File: src/rtl/dma_burst_reader_pkg.sv
// Shared definitions for the DMA burst reader: FSM state encoding, burst
// geometry and the lane layout of the 128-to-32 width converter.
package dma_burst_reader_pkg;

    // Controller states. CHECK waits for FIFO credit, REQ holds the Avalon
    // read until it is accepted, and DRAIN waits for the stream to empty.
    typedef enum logic [1:0] {
        ST_IDLE  = 2'd0,
        ST_CHECK = 2'd1,
        ST_REQ   = 2'd2,
        ST_DRAIN = 2'd3
    } state_e;

    // Every request is a fixed 8-beat burst of 128-bit beats (0x80 bytes).
    localparam int BURST_BEATS = 8;
    localparam int BURST_BYTES = 'h80;

    // The outbound stream is 32 bits wide, giving four lanes per beat.
    localparam int LANE_W = 32;
    localparam int BEAT_W = 128;
    localparam int LANES  = BEAT_W / LANE_W;

    localparam logic [5:0] BURSTCOUNT = 6'(BURST_BEATS);

    // Lane 0 is the least significant word and leaves first.
    function automatic logic [LANE_W-1:0] lane_select(input logic [BEAT_W-1:0] beat,
                                                      input logic [1:0]        lane);
        logic [LANE_W-1:0] word;
        case (lane)
            2'd0:    word = beat[31:0];
            2'd1:    word = beat[63:32];
            2'd2:    word = beat[95:64];
            default: word = beat[127:96];
        endcase
        return word;
    endfunction

endpackage

File: src/rtl/dma_burst_reader_sync_fifo_sa.sv
// Single-clock show-ahead FIFO holding read beats between the Avalon master
// and the width converter. The head word is visible on rd_data whenever the
// FIFO is non-empty; rd_en retires it.
module sync_fifo_sa #(
    parameter int W    = 128,
    parameter int LOG2 = 5
) (
    input  logic          clk,
    input  logic          rst,
    input  logic          wr_en,
    input  logic [W-1:0]  wr_data,
    input  logic          rd_en,
    output logic [W-1:0]  rd_data,
    output logic          empty,
    output logic [LOG2:0] used
);

    localparam int DEPTH = 1 << LOG2;
    localparam int PW    = LOG2 + 1;

    logic [W-1:0]  mem [DEPTH];
    logic [PW-1:0] wr_ptr_q;
    logic [PW-1:0] rd_ptr_q;
    logic          full;
    logic          do_wr;
    logic          do_rd;

    // Pointers carry one extra wrap bit so full and empty are distinguishable.
    assign used    = wr_ptr_q - rd_ptr_q;
    assign empty   = (used == '0);
    assign full    = used[LOG2];
    assign do_wr   = wr_en && !full;
    assign do_rd   = rd_en && !empty;
    assign rd_data = mem[rd_ptr_q[LOG2-1:0]];

    // Storage array; contents are don't-care while the slot is unused.
    always_ff @(posedge clk) begin
        if (do_wr) begin
            mem[wr_ptr_q[LOG2-1:0]] <= wr_data;
        end
    end

    // Read and write pointers.
    always_ff @(posedge clk or posedge rst) begin
        if (rst) begin
            wr_ptr_q <= '0;
            rd_ptr_q <= '0;
        end else begin
            if (do_wr) begin
                wr_ptr_q <= wr_ptr_q + PW'(1);
            end
            if (do_rd) begin
                rd_ptr_q <= rd_ptr_q + PW'(1);
            end
        end
    end

    // The upstream credit scheme must never let a beat arrive while full.
    wr_while_full_a: assert property (@(posedge clk) disable iff (rst) !(wr_en && full));

endmodule

File: src/rtl/dma_burst_reader.sv
// DMA burst reader: issues fixed 8-beat Avalon bursts from a start address,
// buffers the returned 128-bit beats in a FIFO and streams them out as
// 32-bit words, lane 0 first. Bursts are only requested when the FIFO has
// room for every beat already in flight plus the new burst, so the sink may
// stall indefinitely without loss.
//
// Stream handshake: a word moves on q when qv & q_ready are both high in the
// same cycle. qv is high whenever a word is available and, once high, qv and
// q hold their values until that word moves; q_ready may be low for any
// number of cycles.
module dma_burst_reader
    import dma_burst_reader_pkg::*;
#(
    parameter int AW    = 23,
    parameter int FLOG2 = 5
) (
    input  logic          c,
    input  logic          rst,
    input  logic          start,
    input  logic [AW-1:0] base_addr,
    input  logic [15:0]   num_bursts,
    output logic          busy,
    output logic          done,
    output logic          txm_read,
    output logic [AW-1:0] txm_address,
    output logic [5:0]    txm_burstcount,
    input  logic          txm_waitrequest,
    input  logic [127:0]  txm_readdata,
    input  logic          txm_readdatavalid,
    output logic [31:0]   q,
    output logic          qv,
    input  logic          q_ready
);

    localparam int DEPTH = 1 << FLOG2;
    localparam int OW    = FLOG2 + 1;   // outstanding beats never exceed DEPTH
    localparam int CW    = FLOG2 + 2;   // room for fifo_used + outstanding

    // Controller registers.
    state_e        state_q;
    logic [AW-1:0] addr_q;
    logic [15:0]   remaining_q;
    logic [OW-1:0] outstanding_q;
    logic [OW-1:0] outstanding_d;
    logic          busy_q;
    logic          done_q;
    logic          read_q;

    // FIFO and converter signals.
    logic [127:0]   fifo_rdata;
    logic           fifo_empty;
    logic [FLOG2:0] fifo_used;
    logic           fifo_wr;
    logic           fifo_rd;
    logic [1:0]     lane_q;
    logic           word_moves;

    // Credit and handshake terms.
    logic [CW-1:0] credit_sum;
    logic          credit_ok;
    logic          accept;
    logic          beat_in;
    logic          drain_done;

    assign accept  = read_q && !txm_waitrequest;
    // Beats that arrive while idle belong to an abandoned transfer.
    assign beat_in = txm_readdatavalid && (state_q != ST_IDLE);

    assign credit_sum = CW'(fifo_used) + CW'(outstanding_q);
    assign credit_ok  = (credit_sum <= CW'(DEPTH - BURST_BEATS));

    // The converter is empty when it sits on lane 0; with the FIFO also empty
    // the last word has already moved.
    assign drain_done = (outstanding_q == '0) && fifo_empty && (lane_q == 2'd0);

    // Beats still owed by the slave: +8 per accepted burst, -1 per beat.
    always_comb begin
        outstanding_d = outstanding_q;
        if (accept) begin
            outstanding_d = outstanding_d + OW'(BURST_BEATS);
        end
        if (beat_in && ((outstanding_q != '0) || accept)) begin
            outstanding_d = outstanding_d - OW'(1);
        end
    end

    // Main controller: request sequencing, address, burst count and status.
    always_ff @(posedge c or posedge rst) begin
        if (rst) begin
            state_q       <= ST_IDLE;
            addr_q        <= '0;
            remaining_q   <= '0;
            outstanding_q <= '0;
            busy_q        <= 1'b0;
            done_q        <= 1'b0;
            read_q        <= 1'b0;
        end else begin
            done_q        <= 1'b0;
            outstanding_q <= outstanding_d;
            case (state_q)
                ST_IDLE: begin
                    if (start) begin
                        if (num_bursts != 16'd0) begin
                            addr_q      <= base_addr;
                            remaining_q <= num_bursts;
                            busy_q      <= 1'b1;
                            state_q     <= ST_CHECK;
                        end else begin
                            done_q <= 1'b1;
                        end
                    end
                end
                ST_CHECK: begin
                    if (credit_ok) begin
                        read_q  <= 1'b1;
                        state_q <= ST_REQ;
                    end
                end
                ST_REQ: begin
                    // Address and read stay put until the slave takes the burst.
                    if (accept) begin
                        read_q      <= 1'b0;
                        addr_q      <= addr_q + AW'(BURST_BYTES);
                        remaining_q <= remaining_q - 16'd1;
                        state_q     <= (remaining_q == 16'd1) ? ST_DRAIN : ST_CHECK;
                    end
                end
                ST_DRAIN: begin
                    if (drain_done) begin
                        busy_q  <= 1'b0;
                        done_q  <= 1'b1;
                        state_q <= ST_IDLE;
                    end
                end
                default: begin
                    state_q <= ST_IDLE;
                end
            endcase
        end
    end

    // Converter lane pointer: advances on each transferred word and wraps
    // after lane 3, which is also when the head beat is popped.
    always_ff @(posedge c or posedge rst) begin
        if (rst) begin
            lane_q <= 2'd0;
        end else if (word_moves) begin
            lane_q <= lane_q + 2'd1;
        end
    end

    assign qv         = !fifo_empty;
    assign q          = lane_select(fifo_rdata, lane_q);
    assign word_moves = qv && q_ready;
    assign fifo_rd    = word_moves && (lane_q == 2'(LANES - 1));
    assign fifo_wr    = beat_in;

    sync_fifo_sa #(
        .W    (BEAT_W),
        .LOG2 (FLOG2)
    ) u_fifo (
        .clk     (c),
        .rst     (rst),
        .wr_en   (fifo_wr),
        .wr_data (txm_readdata),
        .rd_en   (fifo_rd),
        .rd_data (fifo_rdata),
        .empty   (fifo_empty),
        .used    (fifo_used)
    );

    assign busy           = busy_q;
    assign done           = done_q;
    assign txm_read       = read_q;
    assign txm_address    = addr_q;
    assign txm_burstcount = BURSTCOUNT;

endmodule
File: config.mk
export PLATFORM = sky130hd
export DESIGN_NAME = dma_burst_reader
export DESIGN_NICKNAME = d
export VERILOG_FILES = /design/src/rtl/dma_burst_reader_pkg.sv /design/src/rtl/dma_burst_reader_sync_fifo_sa.sv /design/src/rtl/dma_burst_reader.sv
export SDC_FILE = /design/constraint.sdc
export NUM_CORES = 2
export LEC_CHECK = 0
export BUFFER_PORTS_ARGS = -buffer_cell sky130_fd_sc_hd__buf_2
export CAP_MARGIN = 30
export CORE_ASPECT_RATIO = 1.2
export CORE_MARGIN = 4
export CORE_UTILIZATION = 36
export CTS_CLUSTER_SIZE = 16
export DETAILED_ROUTE_END_ITERATION = 6
export GPL_TIMING_DRIVEN = 0
export MAX_ROUTING_LAYER = met4
export PLACE_DENSITY = 0.55
export REMOVE_ABC_BUFFERS = 1
export SLEW_MARGIN = 20
export SYNTH_ARGS = -nofsm -noshare
export SYNTH_HDL_FRONTEND = slang
export SYNTH_SLANG_ARGS = --single-unit
File: constraint.sdc
create_clock -name c -period 28.2 [get_ports c]
set_input_delay 5.64 -clock c [delete_from_list [all_inputs] [get_ports c]]
set_output_delay 5.64 -clock c [all_outputs]
set_load 0.05 [all_outputs]
==> impl_metrics.ini <==
[drt]
drc = 0
drt_first_pass_iters = 6
initialDrtViolationCount = 9255
viasPerCell = 5.66
wl_per_cell_um = 32.4
drt_wl_total_um = 464000
dr_total_vias = 81130
antenna_left = 0

[sta]
rsz0062_at_grt = no
hold_viol_final = 0
min_period_ns = 12.03
maxSlewHeadroom_pct = 18.0
period_share_pct = 42.6
tightest_slew_ns = 1.23
skew_ns = 0.0663
fin_tns_setup_ns = 0
setup_viol = 0
clock.fmax_mhz = 83.2
slew_viol_final = 0

[cts]
ctsResizeCount = 0
clkSinkCount = 4160
clk_latency_ns = 0.98
clock-root-buffer = clkbuf_16
cts_tree = yes
cts_setup_buffers = 0
hold_buffers = 0
clk_pin_slew_ns = 0.06
htreeDepth = 5
numCtsBuffers = 399
clock_tree.buffer_depth = 4

[placed_design]
dpl_cell_area_um2 = 179000
port_buffers = 231
gp_congestion = 0.738
place_hpwl_um = 306000

[setup_path]
r2r_start = u_fifo.rd_ptr_q[2]$_DFFE_PP0P_
critPathBufInv = 7
cp-end-kind = output pin
worstSetupStartpoint = u_fifo.rd_ptr_q[1]$_DFFE_PP0P_
cp.required_ns = 22.56
cp_slowest_cell = a32oi_1
worst-setup-path-type = reg2out
crit_arrival_ns = 6.39
crit_family = compound AO/OA/AOI/OAI gates
worstSetupStartpointType = register
max_stage_delay_ns = 0.94
cp_max_fo = 41
crit_chain = buf_12 -> buf_16 -> and2_4 -> buf_16 -> nand2_4 -> buf_12 -> buf_12 -> buf_16 -> o22ai_1 -> a2111oi_0 -> a21oi_1 -> a32oi_1 -> a32oi_1 -> buf_2

[power]
peakVddDrop_mv = 0.0872
seqPwrFrac_pct = 38.9
p_int_uw = 12600
power_frac_clock_pct = 30.2
power.density_nw_per_um2 = 95.5
power.share.switching_pct = 31.3
p_comb_share_pct = 31.0
power_switching_uw = 5750
power_leakage_uw = 0.0614

[global_routing]
first_global_vias = 80925
grt_max_degree = 48
overflow = 0
grt_pass1_wl_um = 646000
antenna_found_initial = 90
track_usage_pct = 20.5

[worst_hold_path]
min-delay-start = txm_address[5]$_DFFE_PP0P_
hp-class = reg2reg

[run_status]
status = finished clean

[finish]
final_common_cell = edfxtp_1
postLayoutCellArea_um2 = 192000
syn_to_final_growth_pct = 20.1
layout.nets = 8232
final_cell_mix = 4096 x edfxtp_1, 885 x mux4_2, 506 x mux2i_1
drive_gt1_share_pct = 27.3

[yosys]
yosysWarnings = 0
synth_cell_types = 66
synth-seq-area-share_pct = 77.9
netlist_instances = 7308
ys_async_sr_fraction_pct = 1.54
syn_area_um2 = 160000
ys_ff_latch = 4160
synth-edff-count = 4096
syn_area_per_cell_um2 = 21.9
synth_flop_cell = edfxtp_1

[floorplan]
die_w_um = 617
core_area_um2 = 442000
num_rows = 267
dieHeight_um = 738
ioPinCount = 238
dieArea_um2 = 455000
initial_core_util_pct = 36.2

[job]
maxCapViolCount = 0
==> logic make-up after synthesis <==
family,share of synthesized area (%)
adders and majority gates,0.252
muxes,15.6
AOI/OAI and AO/OA,3.36
and+or+nand+nor,1.26
xor gates and xnor gates,0.131
DFF,77.9
buffers and inverters,1.47
other,0.00469
==> through the flow <==
stage | power, uW | instances | setup WS (ns) | util, % | hold WS [ns]
after global routing | 19000 | 14313 | 15.94 | 43.5 | 0.498
after floorplan | 13900 | 6897 | -24.37 | - | 0.464
after CTS | 18500 | 14278 | 16.09 | 43.5 | 0.482
final | 18400 | 14324 | 16.17 | 43.5 | 0.477
after global placement | 16500 | 13046 | -66.88 | 37.7 | 0.465
after detailed placement | 13000 | 13545 | 17.18 | 40.4 | 0.468
==> power by group through the flow <==
stage,registers [uW],logic (uW),clock network (uW)
5_1_grt,7140,5990,5900
3_5_place_dp,7260,5740,0
4_1_cts,7130,5750,5640
6_report,7130,5680,5540
3_3_place_gp,7960,8510,0
2_1_floorplan,7720,6190,0
==> cell type report <==
| type | instances | area [um^2] |
|---|---|---|
| tap | 5918 | 7400 |
| fill | 37299 | 250000 |
| timing repair buffer | 730 | 12900 |
| sequential | 4160 | 125000 |
| clock inverter | 258 | 2970 |
| inverter | 27 | 131 |
| antenna | 46 | 115 |
| multi-input combinational | 2710 | 33500 |
| clock buffer | 475 | 10500 |
==> sequential cells by signal, indices dropped and copies added, names as in the netlist <==
| name | count |
|---|---|
| txm_read | 1 |
| done | 1 |
| state_q | 2 |
| u_fifo.mem | 4096 |
| outstanding_q | 6 |
| busy | 1 |
| remaining_q | 16 |
| lane_q | 2 |
| u_fifo.wr_ptr_q | 6 |
| u_fifo.rd_ptr_q | 6 |
| txm_address | 23 |
==> synth_stat cells (15+ instances only) <==
cell | instances | area (um^2)
edfxtp_1 | 4096 | 123000
mux4_2 | 885 | 19900
mux2i_1 | 506 | 5060
nand2_1 | 218 | 818
a21oi_1 | 213 | 1070
clkbuf_1 | 175 | 657
o21ai_0 | 133 | 666
a22oi_1 | 123 | 923
buf_2 | 95 | 475
o221ai_1 | 79 | 692
buf_4 | 69 | 518
nand3_1 | 65 | 325
dfrtp_1 | 64 | 1600
nor2_1 | 62 | 233
a221oi_1 | 44 | 385
o22ai_1 | 39 | 244
a31oi_1 | 38 | 238
buf_1 | 37 | 139
buf_6 | 36 | 405
ha_1 | 29 | 363
a22o_1 | 27 | 236
and3_1 | 27 | 169
inv_1 | 23 | 86.3
a211oi_1 | 21 | 158
o211ai_1 | 21 | 158
a32oi_1 | 20 | 175
nand2b_1 | 17 | 106
a2111oi_0 | 15 | 131
==> worst min-delay path, stage by stage, from the launching register on <==
cell	delay (ns)
dfrtp_1	0.34
nand2_1	0.05
o21ai_0	0.06
==> metal layers <==
layer  up-vias  wire length, um  track usage, %
li1      32500                -               -
met1     44391           189000            27.3
met2      3531           228000            32.8
met3       708            33400            3.18
met4         0            14500            5.70
met5         -                0               -
==> path summary, 6_finish.rpt <==
| kind | depth (start not counted) | end | slack (ns) |
|---|---|---|---|
| max | 14 | q[2] | 16.17 |
| min | 2 | txm_address[5]$_DFFE_PP0P_ | 0.48 |
| max reg2reg | 14 | u_fifo.mem[14][105]$_DFFE_PP_ | 21.83 |
| min reg2reg | 2 | txm_address[5]$_DFFE_PP0P_ | 0.48 |
| max in group asynchronous | 3 | u_fifo.rd_ptr_q[0]$_DFFE_PP0P_ | 23.05 |
| min in group asynchronous | 2 | remaining_q[12]$_DFFE_PP0P_ | 4.60 |
Note: power is estimated with default switching activity, not from simulation.
